`src/rtl/plic_regfile_if.sv`:
```
// Register-window bus for the interrupt controller register file.
// Single-cycle request, one response strobe per accepted request.
interface plic_regfile_if #(
  parameter int unsigned ADDR_WIDTH = 24
) ();
  logic                  bus_req;
  logic                  bus_we;
  logic [ADDR_WIDTH-1:0] bus_addr;
  logic [31:0]           bus_wdata;
  logic [31:0]           bus_rdata;
  logic                  bus_rvalid;

  modport master (
    output bus_req, bus_we, bus_addr, bus_wdata,
    input  bus_rdata, bus_rvalid
  );

  modport slave (
    input  bus_req, bus_we, bus_addr, bus_wdata,
    output bus_rdata, bus_rvalid
  );
endinterface

```
`src/rtl/plic_regfile.sv`:
```
// Priority/pending/enable/threshold registers for the external interrupt
// controller, plus the claim/complete protocol with a nesting stack.
module plic_regfile #(
  parameter int unsigned EXT_IRQ_NUM = 31,
  parameter int unsigned PRIO_WIDTH  = 3,
  parameter int unsigned NEST_DEPTH  = 4,
  parameter int unsigned ADDR_WIDTH  = 24
) (
  input  logic                                  clk,
  input  logic                                  rstn,
  plic_regfile_if.slave                         bus,
  input  logic [EXT_IRQ_NUM:0]                  plic_reg_gate,
  input  logic [7:0]                            final_id,
  input  logic                                  ext_irq,
  output logic [EXT_IRQ_NUM:0]                  ip_r,
  output logic [EXT_IRQ_NUM:0]                  ie_r,
  output logic [PRIO_WIDTH*(EXT_IRQ_NUM+1)-1:0] prio_r_1d,
  output logic [PRIO_WIDTH-1:0]                 threshold_r,
  output logic [7:0]                            claim_id,
  output logic [7:0]                            cmplt_id
);

  localparam int unsigned NSRC = EXT_IRQ_NUM + 1;
  localparam int unsigned AW2  = ADDR_WIDTH - 2;
  localparam int unsigned IW   = $clog2(NEST_DEPTH);
  localparam int unsigned CW   = IW + 1;
  localparam logic [EXT_IRQ_NUM:0] ID_MASK = ~(NSRC'(1));

  logic [PRIO_WIDTH-1:0] prio_q [NSRC];
  logic [7:0]            stk    [NEST_DEPTH];
  logic [CW-1:0]         cnt;

  logic [AW2-1:0]        waddr;
  logic [9:0]            widx;
  logic                  prio_sel, pend_sel, en_sel, thr_sel, clm_sel;
  logic                  prio_we, ie_we, thr_we;
  logic                  claim_ok, cmplt_ok;
  logic [EXT_IRQ_NUM:0]  clr_mask, ie_next;
  logic [31:0]           rd_data;

  // Word-granular decode: bits[1:0] of the byte address are don't-care.
  assign waddr    = bus.bus_addr[ADDR_WIDTH-1:2];
  assign widx     = waddr[9:0];
  assign prio_sel = (waddr[AW2-1:10] == '0);
  assign pend_sel = (waddr[AW2-1:10] == (AW2-10)'(1));
  assign en_sel   = (waddr[AW2-1:10] == (AW2-10)'(2));
  assign thr_sel  = (waddr == AW2'(32'h0008_0000));
  assign clm_sel  = (waddr == AW2'(32'h0008_0001));

  assign prio_we  = bus.bus_req & bus.bus_we & prio_sel;
  assign ie_we    = bus.bus_req & bus.bus_we & en_sel;
  assign thr_we   = bus.bus_req & bus.bus_we & thr_sel;

  assign claim_ok = bus.bus_req & ~bus.bus_we & clm_sel & ext_irq &
                    (final_id != 8'd0) & (32'(cnt) < NEST_DEPTH);
  // claim_id mirrors the stack top and is never 0 while cnt>0.
  assign cmplt_ok = bus.bus_req & bus.bus_we & clm_sel & (cnt != '0) &
                    (bus.bus_wdata[7:0] == claim_id);

  always_comb begin
    clr_mask = '0;
    ie_next  = ie_r;
    for (int unsigned i = 1; i < NSRC; i++) begin
      if (claim_ok && (32'(final_id) == i)) clr_mask[i] = 1'b1;
      if (ie_we && (32'(widx) == i / 32)) ie_next[i] = bus.bus_wdata[i[4:0]];
    end
  end

  always_comb begin
    rd_data = '0;
    if (prio_sel) begin
      for (int unsigned i = 1; i < NSRC; i++)
        if (32'(widx) == i) rd_data[PRIO_WIDTH-1:0] = prio_q[i];
    end
    if (pend_sel) begin
      for (int unsigned i = 0; i < NSRC; i++)
        if (32'(widx) == i / 32) rd_data[i[4:0]] = ip_r[i];
    end
    if (en_sel) begin
      for (int unsigned i = 0; i < NSRC; i++)
        if (32'(widx) == i / 32) rd_data[i[4:0]] = ie_r[i];
    end
    if (thr_sel) rd_data[PRIO_WIDTH-1:0] = threshold_r;
    if (clm_sel && claim_ok) rd_data[7:0] = final_id;
  end

  always_comb begin
    prio_r_1d = '0;
    for (int unsigned i = 0; i < NSRC; i++)
      prio_r_1d[i*PRIO_WIDTH +: PRIO_WIDTH] = prio_q[i];
  end

  always_ff @(posedge clk) begin
    if (!rstn) begin
      for (int unsigned i = 0; i < NSRC; i++) prio_q[i] <= '0;
      for (int unsigned d = 0; d < NEST_DEPTH; d++) stk[d] <= '0;
      ip_r           <= '0;
      ie_r           <= '0;
      threshold_r    <= '0;
      cnt            <= '0;
      claim_id       <= '0;
      cmplt_id       <= '0;
      bus.bus_rvalid <= 1'b0;
      bus.bus_rdata  <= '0;
    end else begin
      // Claim clear is applied after the gate set so it wins a same-cycle race.
      ip_r <= (ip_r | plic_reg_gate) & ~clr_mask & ID_MASK;
      ie_r <= ie_next;
      if (prio_we) begin
        for (int unsigned i = 1; i < NSRC; i++)
          if (32'(widx) == i) prio_q[i] <= bus.bus_wdata[PRIO_WIDTH-1:0];
      end
      if (thr_we) threshold_r <= bus.bus_wdata[PRIO_WIDTH-1:0];

      bus.bus_rvalid <= bus.bus_req;
      if (bus.bus_req) bus.bus_rdata <= rd_data;

      cmplt_id <= '0;
      if (claim_ok) begin
        stk[cnt[IW-1:0]] <= final_id;
        cnt              <= cnt + CW'(1);
        claim_id         <= final_id;
      end else if (cmplt_ok) begin
        cnt      <= cnt - CW'(1);
        claim_id <= (cnt > CW'(1)) ? stk[IW'(cnt - CW'(2))] : 8'd0;
        cmplt_id <= bus.bus_wdata[7:0];
      end
    end
  end

  logic unused_ok;
  assign unused_ok = ^{bus.bus_addr[1:0], bus.bus_wdata, plic_reg_gate[0]};

endmodule

```
`src/flat_wrapper.sv`:
```
// flat-port wrapper written by rule: the top's interface ports become plain ports
module plic_regfile_flat 
#(
  parameter int unsigned EXT_IRQ_NUM = 31,
  parameter int unsigned PRIO_WIDTH  = 3,
  parameter int unsigned NEST_DEPTH  = 4,
  parameter int unsigned ADDR_WIDTH  = 24
)
  (clk, rstn, plic_reg_gate, final_id, ext_irq, ip_r, ie_r, prio_r_1d, threshold_r, claim_id, cmplt_id, bus_bus_req, bus_bus_we, bus_bus_addr, bus_bus_wdata, bus_bus_rdata, bus_bus_rvalid);
  plic_regfile_if #(.ADDR_WIDTH(ADDR_WIDTH)) bus_i ();
  input  logic clk;
  input  logic rstn;
  input  logic [EXT_IRQ_NUM:0] plic_reg_gate;
  input  logic [7:0] final_id;
  input  logic ext_irq;
  output logic [EXT_IRQ_NUM:0] ip_r;
  output logic [EXT_IRQ_NUM:0] ie_r;
  output logic [PRIO_WIDTH*(EXT_IRQ_NUM+1)-1:0] prio_r_1d;
  output logic [PRIO_WIDTH-1:0] threshold_r;
  output logic [7:0] claim_id;
  output logic [7:0] cmplt_id;
  input wire logic [$bits(bus_i.bus_req)-1:0] bus_bus_req;
  input wire logic [$bits(bus_i.bus_we)-1:0] bus_bus_we;
  input wire logic [$bits(bus_i.bus_addr)-1:0] bus_bus_addr;
  input wire logic [$bits(bus_i.bus_wdata)-1:0] bus_bus_wdata;
  output wire logic [$bits(bus_i.bus_rdata)-1:0] bus_bus_rdata;
  output wire logic [$bits(bus_i.bus_rvalid)-1:0] bus_bus_rvalid;
  assign bus_i.bus_req = bus_bus_req;
  assign bus_i.bus_we = bus_bus_we;
  assign bus_i.bus_addr = bus_bus_addr;
  assign bus_i.bus_wdata = bus_bus_wdata;
  assign bus_bus_rdata = bus_i.bus_rdata;
  assign bus_bus_rvalid = bus_i.bus_rvalid;
  plic_regfile #(.EXT_IRQ_NUM(EXT_IRQ_NUM), .PRIO_WIDTH(PRIO_WIDTH), .NEST_DEPTH(NEST_DEPTH), .ADDR_WIDTH(ADDR_WIDTH)) u_core (.clk(clk), .rstn(rstn), .bus(bus_i), .plic_reg_gate(plic_reg_gate), .final_id(final_id), .ext_irq(ext_irq), .ip_r(ip_r), .ie_r(ie_r), .prio_r_1d(prio_r_1d), .threshold_r(threshold_r), .claim_id(claim_id), .cmplt_id(cmplt_id));
endmodule
```
`config.mk`:
```
export PLATFORM = sky130hd
export DESIGN_NAME = plic_regfile_flat
export DESIGN_NICKNAME = d
export VERILOG_FILES = /design/src/rtl/plic_regfile_if.sv /design/src/rtl/plic_regfile.sv /design/src/flat_wrapper.sv
export SDC_FILE = /design/constraint.sdc
export NUM_CORES = 1
export LEC_CHECK = 0
export BUFFER_PORTS_ARGS = -buffer_cell sky130_fd_sc_hd__buf_2
export CAP_MARGIN = 15
export CORE_AREA = 3 3 162 164
export DETAILED_ROUTE_END_ITERATION = 8
export DIE_AREA = 0 0 165 167
export GPL_TIMING_DRIVEN = 0
export PLACE_DENSITY = 0.66
export REMOVE_ABC_BUFFERS = 1
export SLEW_MARGIN = 20
export SYNTH_ARGS = -nofsm -noshare
export SYNTH_HDL_FRONTEND = slang
export SYNTH_SLANG_ARGS = --single-unit
```
`constraint.sdc`:
```
create_clock -name clk -period 3.3 [get_ports clk]
set_input_delay 0.495 -clock clk [delete_from_list [all_inputs] [get_ports clk]]
set_output_delay 0.495 -clock clk [all_outputs]
set_load 0.005 [all_outputs]
```
==> out/qor.txt, run 1 <==
Status - complete, no violations
Buffers on Ports - 304
Leakage power - 5.39 nW
# fillers - 2273
Post-synthesis mux area share - 4.20%
GP Congestion - 0.889
Post-synthesis cell area - 11200 um^2
Gr usage total - 26.7%
Cell Area, Placed - 12900 um^2
CP Buf/Inv Count - 2
Max clock buf depth - 3
Highest routed layer - met4
Final cycle utilization of the critical path - 95.4%
Metal3 WL - 3220 um
Adder-cell share of the synthesized area - 0.447%
Mean Syn Cell Area - 10.3 um^2
Clock Power Share - 42.9%
Setup ws final - 150 ps
Hold WC Path Type - input port to flip-flop
Flops & latches, synth - 242
Setup crit end kind - flip-flop
Slew headroom - 32.3%
Sequential area share after synthesis - 54.4%
Family with the most delay on the worst path - buffers and inverters
Startpoint types - input port
Nets - 1448
P per Cell Area - 496 nW/um^2
Fraction of layout cells with a size suffix above 1 - 30.0%
DR WL met2 - 17900 um
Grt ovf - 0
Max Cap Violations - 0
Metal-1 WL - 16000 um
Hold path startpoint - bus_bus_wdata[13]
Crit. Startpoint - bus_bus_addr[3]
Finished Cell Area - 13800 um^2
Ports - 313
Switching Power - 1.65 mW
CP Depth - 5
DIE WIDTH - 165 um
Slowest CP cell - buf_2
Synth Area in XOR/XNOR - 0.703%
Number of synthesized flops with an enable pin - 125
Routed WL - 38300 um
Routed vias - 9926
Antenna violations before repair - 4
Cell Int Power - 5.18 mW
Crit Path Max Fanout - 46
Drt drc - 0
Total design power - 6.83 mW
Sequential power share - 49.5%
RSZ-0062 raised after global routing - false
Post-DR wirelength/cell - 22.5 um
Logic pwr share - 7.7%
Synthesis Warnings - 0
Slew Limit Fails - 0
Iter 0 DRT Violations - 1179
TritonCTS clock tree - yes
Synth Flop Type - edfxtp_1
Clk_lat worst skew - 540 ps
Worst hold margin - 187 ps
Worst VDD drop - 0.410 mV
Critical path class - input port to flip-flop
Pre-CTS setup slack - -1620 ps
Routed Antenna Nets - 0
Main combinational cell family by area after synthesis - simple AND/OR/NAND/NOR gates
Fmax - 0.317 GHz
Synth-to-Final Area Change - 22.8%
Reg2reg start - u_core.cnt[1]
Tmin final - 3150 ps
Die Area - 27600 um^2
CTS Buf Count - 27
Final Skew - 14.9 ps
Simple-Gate Fraction of Synth Area - 18.3%
Post-synthesis cell count - 1087
Worst R2R End - u_core.claim_id[2]
Die Height - 167 um
Switching share of power - 24.2%
Hold Violations, Final - 0
First drt pass iteration count - 6
FFs w/ async S/R, synth - 0%
First-pass GRT wire length - 56700 um
R2R Setup Slk - 340 ps
Post-synthesis compound-gate area fraction - 16.8%
Distinct cells, synth - 81
Final setup fails - 0
DP HPWL - 26500 um
Htree depth - 1
Vias in the first global route - 9315
Tightest Pin Transition - 1010 ps
DR vias/cell - 5.85
Initial Utilization - 44.8%
CTS sink cnt - 242
Cell Chain, Critical Path - buf_2, inv_1, nor2_1, nand2_1, o21ai_0
WP data required - 3460 ps
Root buf cell - clkbuf_16
Reg clk slew, reported paths - 60 ps
Largest net degree at the start of global routing - 118
Critical path arrival - 3310 ps
# rows - 58
Core ar. - 25000 um^2
Largest stage delay, worst path - 720 ps
Worst Reg-to-Reg Cells - 7
Worst Setup EP - u_core.prio_q[7][1]
==> cell type report <==
cell class	instances	area, um^2	area share (%)
Clock buffer	32	704	5.12
Antenna cell	4	10.0	0.0727
Clock inverter	18	154	1.12
Tap cell	330	413	3.00
Inverter	38	143	1.04
Multi-Input combinational cell	724	4600	33.4
Sequential cell	242	6100	44.3
Timing Repair Buffer	310	1640	11.9
==> power by group through the flow <==
stage                     registers, mW  clock network, mW  logic, mW
after floorplan                    3.42                  0      0.176
after global placement             3.44                  0      0.510
after detailed placement           3.44                  0      0.515
after CTS                          3.37               2.96      0.517
after global routing               3.39               3.10      0.568
final                              3.38               2.93      0.523
==> worst register-to-register path, stage by stage (launching register included) <==
cell	delay (ps)
dfxtp_1	860
inv_1	330
ha_1	270
a21o_1	200
nor3_1	150
and3_1	480
and3_1	440
a22o_1	180
==> synthesized netlist by cell type (19+ instances only) <==
cell / n / area (um^2)
nand2_1: 104 / 390
nor3_1: 68 / 340
a21oi_1: 50 / 250
edfxtp_1: 125 / 3750
o22ai_1: 33 / 206
clkbuf_1: 51 / 191
buf_2: 19 / 95.1
o21ai_0: 89 / 445
nor2_1: 40 / 150
dfxtp_1: 117 / 2340
a22oi_1: 27 / 203
inv_1: 37 / 139
and3_1: 23 / 144
and2_1: 53 / 332
a21boi_0: 25 / 188
==> layer usage <==
layer	vias up	track usage, %
met1	4789	38.3
met5	-	0
met4	0	9.66
li1	4531	-
met3	85	4.05
met2	521	41.1
==> worst min-delay path by stage <==
stage,cells after the start,slack [ps],end
floorplan,2,460,u_core.ie_r[3]
global placement,2,450,u_core.ie_r[10]
detailed placement,2,460,u_core.ie_r[3]
CTS,3,180,u_core.ie_r[13]
global route,3,190,u_core.ie_r[29]
finish,3,190,u_core.ie_r[13]
==> per-stage QoR <==
stage                     utilization (%)  TNS [ps]  instances
after floorplan                         -         0       1004
after CTS                            54.9         0       1694
after global placement               50.8   -301960       1638
final                                55.0         0       1698
after detailed placement             51.3   -137360       1644
after global routing                 55.0         0       1698
==> registers in the layout, indices dropped and copies added (netlist names) <==
register               cells
u_core.threshold_r         3
u_core.ie_r               31
u_core.bus.bus_rvalid      1
u_core.stk                32
u_core.cnt                 3
u_core.prio_q             93
u_core.ip_r               31
u_core.cmplt_id            8
u_core.bus.bus_rdata      32
u_core.claim_id            8
==> placed cells by master (no fill, tap or decap), types with 10 or more instances in the layout <==
cell type / count
mux2i_1: 11
clkbuf_16: 27
o22ai_1: 33
nor2_1: 39
and2_1: 53
a21boi_1: 11
mux2_2: 10
and3_1: 22
a21oi_1: 50
nand2_1: 104
nand3_1: 12
a31oi_1: 13
nor3_1: 68
dfxtp_1: 116
edfxtp_1: 125
nor2b_1: 11
mux4_2: 11
a21boi_0: 25
o21ai_0: 89
inv_1: 37
nand4_1: 10
buf_2: 301
a22oi_1: 27
==> timing repair <==
item | in CTS | in global routing
pin swaps | 0 | 2
hold buffers | 0 | 0
gates cloned | 0 | 0
buffers inserted | 0 | 0
gates resized for setup | 7 | 4
endpoints found under the setup margin | 97 | 60
==> logic make-up after synthesis <==
kind of cell	Yosys count
flip-flops	242
AO/OA/AOI/OAI	297
AND/OR/NAND/NOR	377
adder cells (fa/ha/maj)	4
multiplexers	32
buffers and inverters	125
other	1
XOR/XNOR	9
No activity file was read; power rests on OpenSTA's default activity.
==> inputs of run 2 (changes only) <==
CTS_BUF_LIST = sky130_fd_sc_hd__clkbuf_16   (was default)
==> out/qor.txt, run 2 (synthesized netlist as in run 1, its figures left out) <==
Status - complete, no violations
Setup ws final - 159 ps
Drt drc - 0
Total design power - 6.80 mW
Final setup fails - 0
RSZ-0062 raised after global routing - false
Tmin final - 3140 ps
Largest registers - u_core.prio_q: 93 flops, u_core.bus.bus_rdata: 32 flops, u_core.stk: 32 flops
Root buf cell - clkbuf_16
Ports - 313
Die Area - 27600 um^2
Max Cap Violations - 0
First drt pass iteration count - 7
CTS sink cnt - 242
Leakage power - 5.40 nW
CTS Buf Count - 27
Reg clk slew, reported paths - 60 ps
Largest stage delay, worst path - 720 ps
Startpoint types - input port
Family with the most delay on the worst path - buffers and inverters
Final Skew - 16.3 ps
Fmax - 0.318 GHz
Crit Path Max Fanout - 46
P per Cell Area - 495 nW/um^2
Nets - 1448
Tightest Pin Transition - 1010 ps
Antenna violations before repair - 4
# rows - 58
Vias in the first global route - 9315
Most frequent cells in the layout - buf_2, edfxtp_1, dfxtp_1
Htree depth - 1
Largest net degree at the start of global routing - 118
Core ar. - 25000 um^2
Commonest non-fill, non-tap cell in the layout - buf_2
Setup TNS - 0 ps
DR vias/cell - 5.83
Setup crit end kind - flip-flop
Hold path startpoint - bus_bus_wdata[13]
Clk_lat worst skew - 540 ps
DP HPWL - 26500 um
First-pass GRT wire length - 56700 um
Routed Antenna Nets - 0
Critical path arrival - 3300 ps
Slowest CP cell - buf_2
Routed WL - 38300 um
Reg2reg start - u_core.cnt[1]
Slew headroom - 32.4%
Gr usage total - 26.7%
Routed vias - 9895
# fillers - 2275
Max clock buf depth - 3
Largest register FFs - 93
GP Congestion - 0.889
Buffers on Ports - 304
TritonCTS clock tree - yes
CP Buf/Inv Count - 2
Critical path class - input port to flip-flop
Slew Limit Fails - 0
WP data required - 3460 ps
Iter 0 DRT Violations - 1188
Initial Utilization - 44.8%
Cell Chain, Critical Path - buf_2, inv_1, nor2_1, nand2_1, o21ai_0
Hold WC Path Type - input port to flip-flop
Die Height - 167 um
Synth-to-Final Area Change - 22.7%
Top reg by flops - u_core.prio_q
Post-DR wirelength/cell - 22.5 um
Hold Violations, Final - 0
Grt ovf - 0
Crit. Startpoint - bus_bus_addr[3]
Fraction of layout cells with a size suffix above 1 - 29.9%
DIE WIDTH - 165 um
Worst hold margin - 186 ps
Pre-CTS setup slack - -1620 ps
Final cycle utilization of the critical path - 95.2%
Worst VDD drop - 0.409 mV
[run 2: cell types whose count changed in the layout (fill, tap and decap cells not counted)]
cell | previous run | this run
inv_1 | 37 | 41
clkbuf_8 | 1 | 0
clkinv_1 | 8 | 9
clkbuf_1 | 4 | 0
[run 2: per-stage QoR]
| stage | cell area (um^2) | util, % | instances |
|---|---|---|---|
| 3_5_place_dp | 12900 | 51.3 | 1644 |
| 5_1_grt | 13800 | 54.9 | 1698 |
| 6_report | 13800 | 54.9 | 1698 |
| 4_1_cts | 13700 | 54.8 | 1694 |
| 3_3_place_gp | 12700 | 50.8 | 1638 |
| 2_1_floorplan | 10800 | - | 1004 |
[run 2: final timing paths]
path | endpoint | slack [ps] | cells past startpoint
setup reg to reg | u_core.claim_id[2] | 340 | 7
setup / recovery | u_core.prio_q[7][1] | 160 | 5
hold reg to reg | u_core.ie_r[6] | 460 | 2
hold / removal | u_core.ie_r[13] | 190 | 3
[run 2: final cells by class]
cell class | count | area, um^2 | area share [%]
sequential | 242 | 6100 | 44.3
multi-input combinational | 724 | 4600 | 33.5
timing repair buffer | 310 | 1640 | 11.9
clock buffer | 27 | 676 | 4.91
tap | 330 | 413 | 3.00
clock inverter | 23 | 173 | 1.26
inverter | 38 | 143 | 1.04
antenna | 4 | 10.0 | 0.0728
[run 2: worst reg2reg max path: cells and delay by family, from the launching register on]
| family | cells | cell delay (ps) |
|---|---|---|
| buf+inv | 1 | 330 |
| compound gates | 2 | 380 |
| simple gates | 3 | 1060 |
| flops | 1 | 860 |
| fa+ha+maj | 1 | 270 |
[run 2: where the power goes]
part / leakage, nW / internal (mW) / switching, mW / total [mW]
Clock: 0.420 / 1.65 / 1.25 / 2.90
Sequential: 2.17 / 3.29 / 0.0890 / 3.38
Combinational: 2.81 / 0.203 / 0.321 / 0.523
[run 2: what timing repair did]
| item | in CTS | in global routing |
|---|---|---|
| gates resized for setup | 7 | 4 |
| endpoints found under the setup margin | 97 | 60 |
| hold endpoints to repair | 0 | 0 |
| hold buffers | 0 | 0 |
| pin swaps | 0 | 2 |
| buffers inserted | 0 | 0 |
[run 2: routing by layer]
layer  vias up  routed length [um]  GRT usage [%]
met5         -                   0              0
met4         0                1260           9.66
met3        93                3090           4.05
met2       510               17800           41.1
met1      4765               16100           38.3
li1       4527                   -              -
==> inputs of run 3 (changes only) <==
CORE_AREA = 3 3 183 185   (was 3 3 162 164)
DIE_AREA = 0 0 186 188   (was 0 0 165 167)
PLACE_DENSITY = 0.53   (was 0.66)
==> out/qor.txt, run 3 (synthesized netlist as in run 1, its figures left out) <==
Root buf cell - clkbuf_16
Core ar. - 32200 um^2
# rows - 66
Setup ws final - 196 ps
Vias in the first global route - 9327
Post-DR wirelength/cell - 22.8 um
Setup crit end kind - flip-flop
Largest net degree at the start of global routing - 86
Fraction of layout cells with a size suffix above 1 - 30.4%
Critical path class - input port to flip-flop
# fillers - 3158
GP Congestion - 0.844
First drt pass iteration count - 5
Worst hold margin - 184 ps
Largest stage delay, worst path - 670 ps
Cts hold-fix bufs - 0
Clk_lat worst skew - 540 ps
Hold WC Path Type - input port to flip-flop
Gr usage total - 22.3%
Nets - 1453
DR vias/cell - 5.55
WP data required - 3490 ps
Htree depth - 1
Worst VDD drop - 0.371 mV
CTS Buf Count - 28
Routed vias - 9891
Startpoint types - input port
Hold Violations, Final - 0
Final cycle utilization of the critical path - 94.1%
Buffers on Ports - 304
Most frequent cells in the layout - buf_2, edfxtp_1, dfxtp_1
Top reg by flops - u_core.prio_q
Routed Antenna Nets - 0
Ports - 313
Slew Limit Fails - 0
Reg clk slew, reported paths - 60 ps
Commonest non-fill, non-tap cell in the layout - buf_2
CP Buf/Inv Count - 1
Largest register FFs - 93
Initial Utilization - 34.8%
Crit Path Max Fanout - 55
P per Cell Area - 520 nW/um^2
Synth-to-Final Area Change - 25.4%
Antenna violations before repair - 3
DIE WIDTH - 186 um
Max clock buf depth - 3
RSZ-0062 raised after global routing - false
Cell Chain, Critical Path - buf_4, nor2b_2, and3_4, nand2_2, nor3_4, nand2b_1
Routed WL - 40700 um
Iter 0 DRT Violations - 774
Leakage power - 5.50 nW
DP HPWL - 28700 um
Die Area - 35000 um^2
Status - complete, no violations
Slowest CP cell - nor2b_2
First-pass GRT wire length - 59700 um
Setup TNS - 0 ps
Family with the most delay on the worst path - simple AND/OR/NAND/NOR gates
Pre-CTS setup slack - -1310 ps
Final setup fails - 0
Tightest Pin Transition - 1060 ps
Grt ovf - 0
TritonCTS clock tree - yes
Drt drc - 0
Max Cap Violations - 0
Largest registers - u_core.prio_q: 93 flops, u_core.bus.bus_rdata: 32 flops, u_core.stk: 32 flops
Critical path arrival - 3290 ps
Tmin final - 3100 ps
Slew headroom - 29.2%
CTS sink cnt - 242
Die Height - 188 um
Fmax - 0.322 GHz
Final Skew - 13.3 ps
-- run 3: worst reg2reg max path: cells and delay by family, from the launching register on --
family	cells	cell delay, ps
muxes	1	390
AOI/OAI and AO/OA	2	360
and+or+nand+nor	2	660
buffers and inverters	1	350
adders and majority gates	1	280
DFF	1	840
-- run 3: final timing paths --
path,from,end,slack (ps),depth (start not counted)
worst min register to register,u_core.ie_r[30],u_core.ie_r[30],470,2
worst max-delay path,bus_bus_addr[2],u_core.stk[0][2],200,6
worst max register to register,u_core.cnt[1],u_core.cnt[1],360,7
worst min-delay path,bus_bus_wdata[9],u_core.ie_r[9],180,3
-- run 3: cell type report --
class / count / area [um^2] / area share, %
clock buffers: 28 / 701 / 4.99
well taps: 408 / 510 / 3.63
multi-input cells: 724 / 4610 / 32.8
diodes: 4 / 10.0 / 0.0713
clock inverters: 24 / 307 / 2.18
inverters: 38 / 143 / 1.02
repair buffers: 314 / 1680 / 11.9
flip-flops and latches: 242 / 6100 / 43.4
-- run 3: power breakdown --
part	internal (mW)	switching, mW	leakage [nW]	total (mW)
logic	0.205	0.330	2.84	0.535
registers	3.29	0.0905	2.17	3.38
clock network	2.09	1.30	0.495	3.39
-- run 3: timing repair --
action / in CTS / in global routing
buffers inserted: 0 / 4
pin swaps: 1 / 2
resized for setup: 4 / 7
endpoints found under the setup margin: 45 / 59
-- run 3: metrics by stage --
stage          cells  area [um^2]  total power, mW  utilization (%)
2_1_floorplan   1004        10800             3.59                -
3_3_place_gp    1716        12800             3.97             39.8
3_5_place_dp    1722        13000             3.97             40.2
4_1_cts         1774        14000             7.35             43.4
5_1_grt         1781        14000             7.54             43.6
6_report        1782        14000             7.30             43.6
-- run 3: layer usage --
metal / wire, um / up-vias / global-route usage [%] / share of wire [%]
li1: - / 4534 / - / -
met1: 18200 / 4863 / 32.2 / 45
met2: 18700 / 426 / 34.7 / 46
met3: 2450 / 68 / 2.93 / 6.0
met4: 1350 / 0 / 7.19 / 3.3
met5: 0 / - / 0 / 0
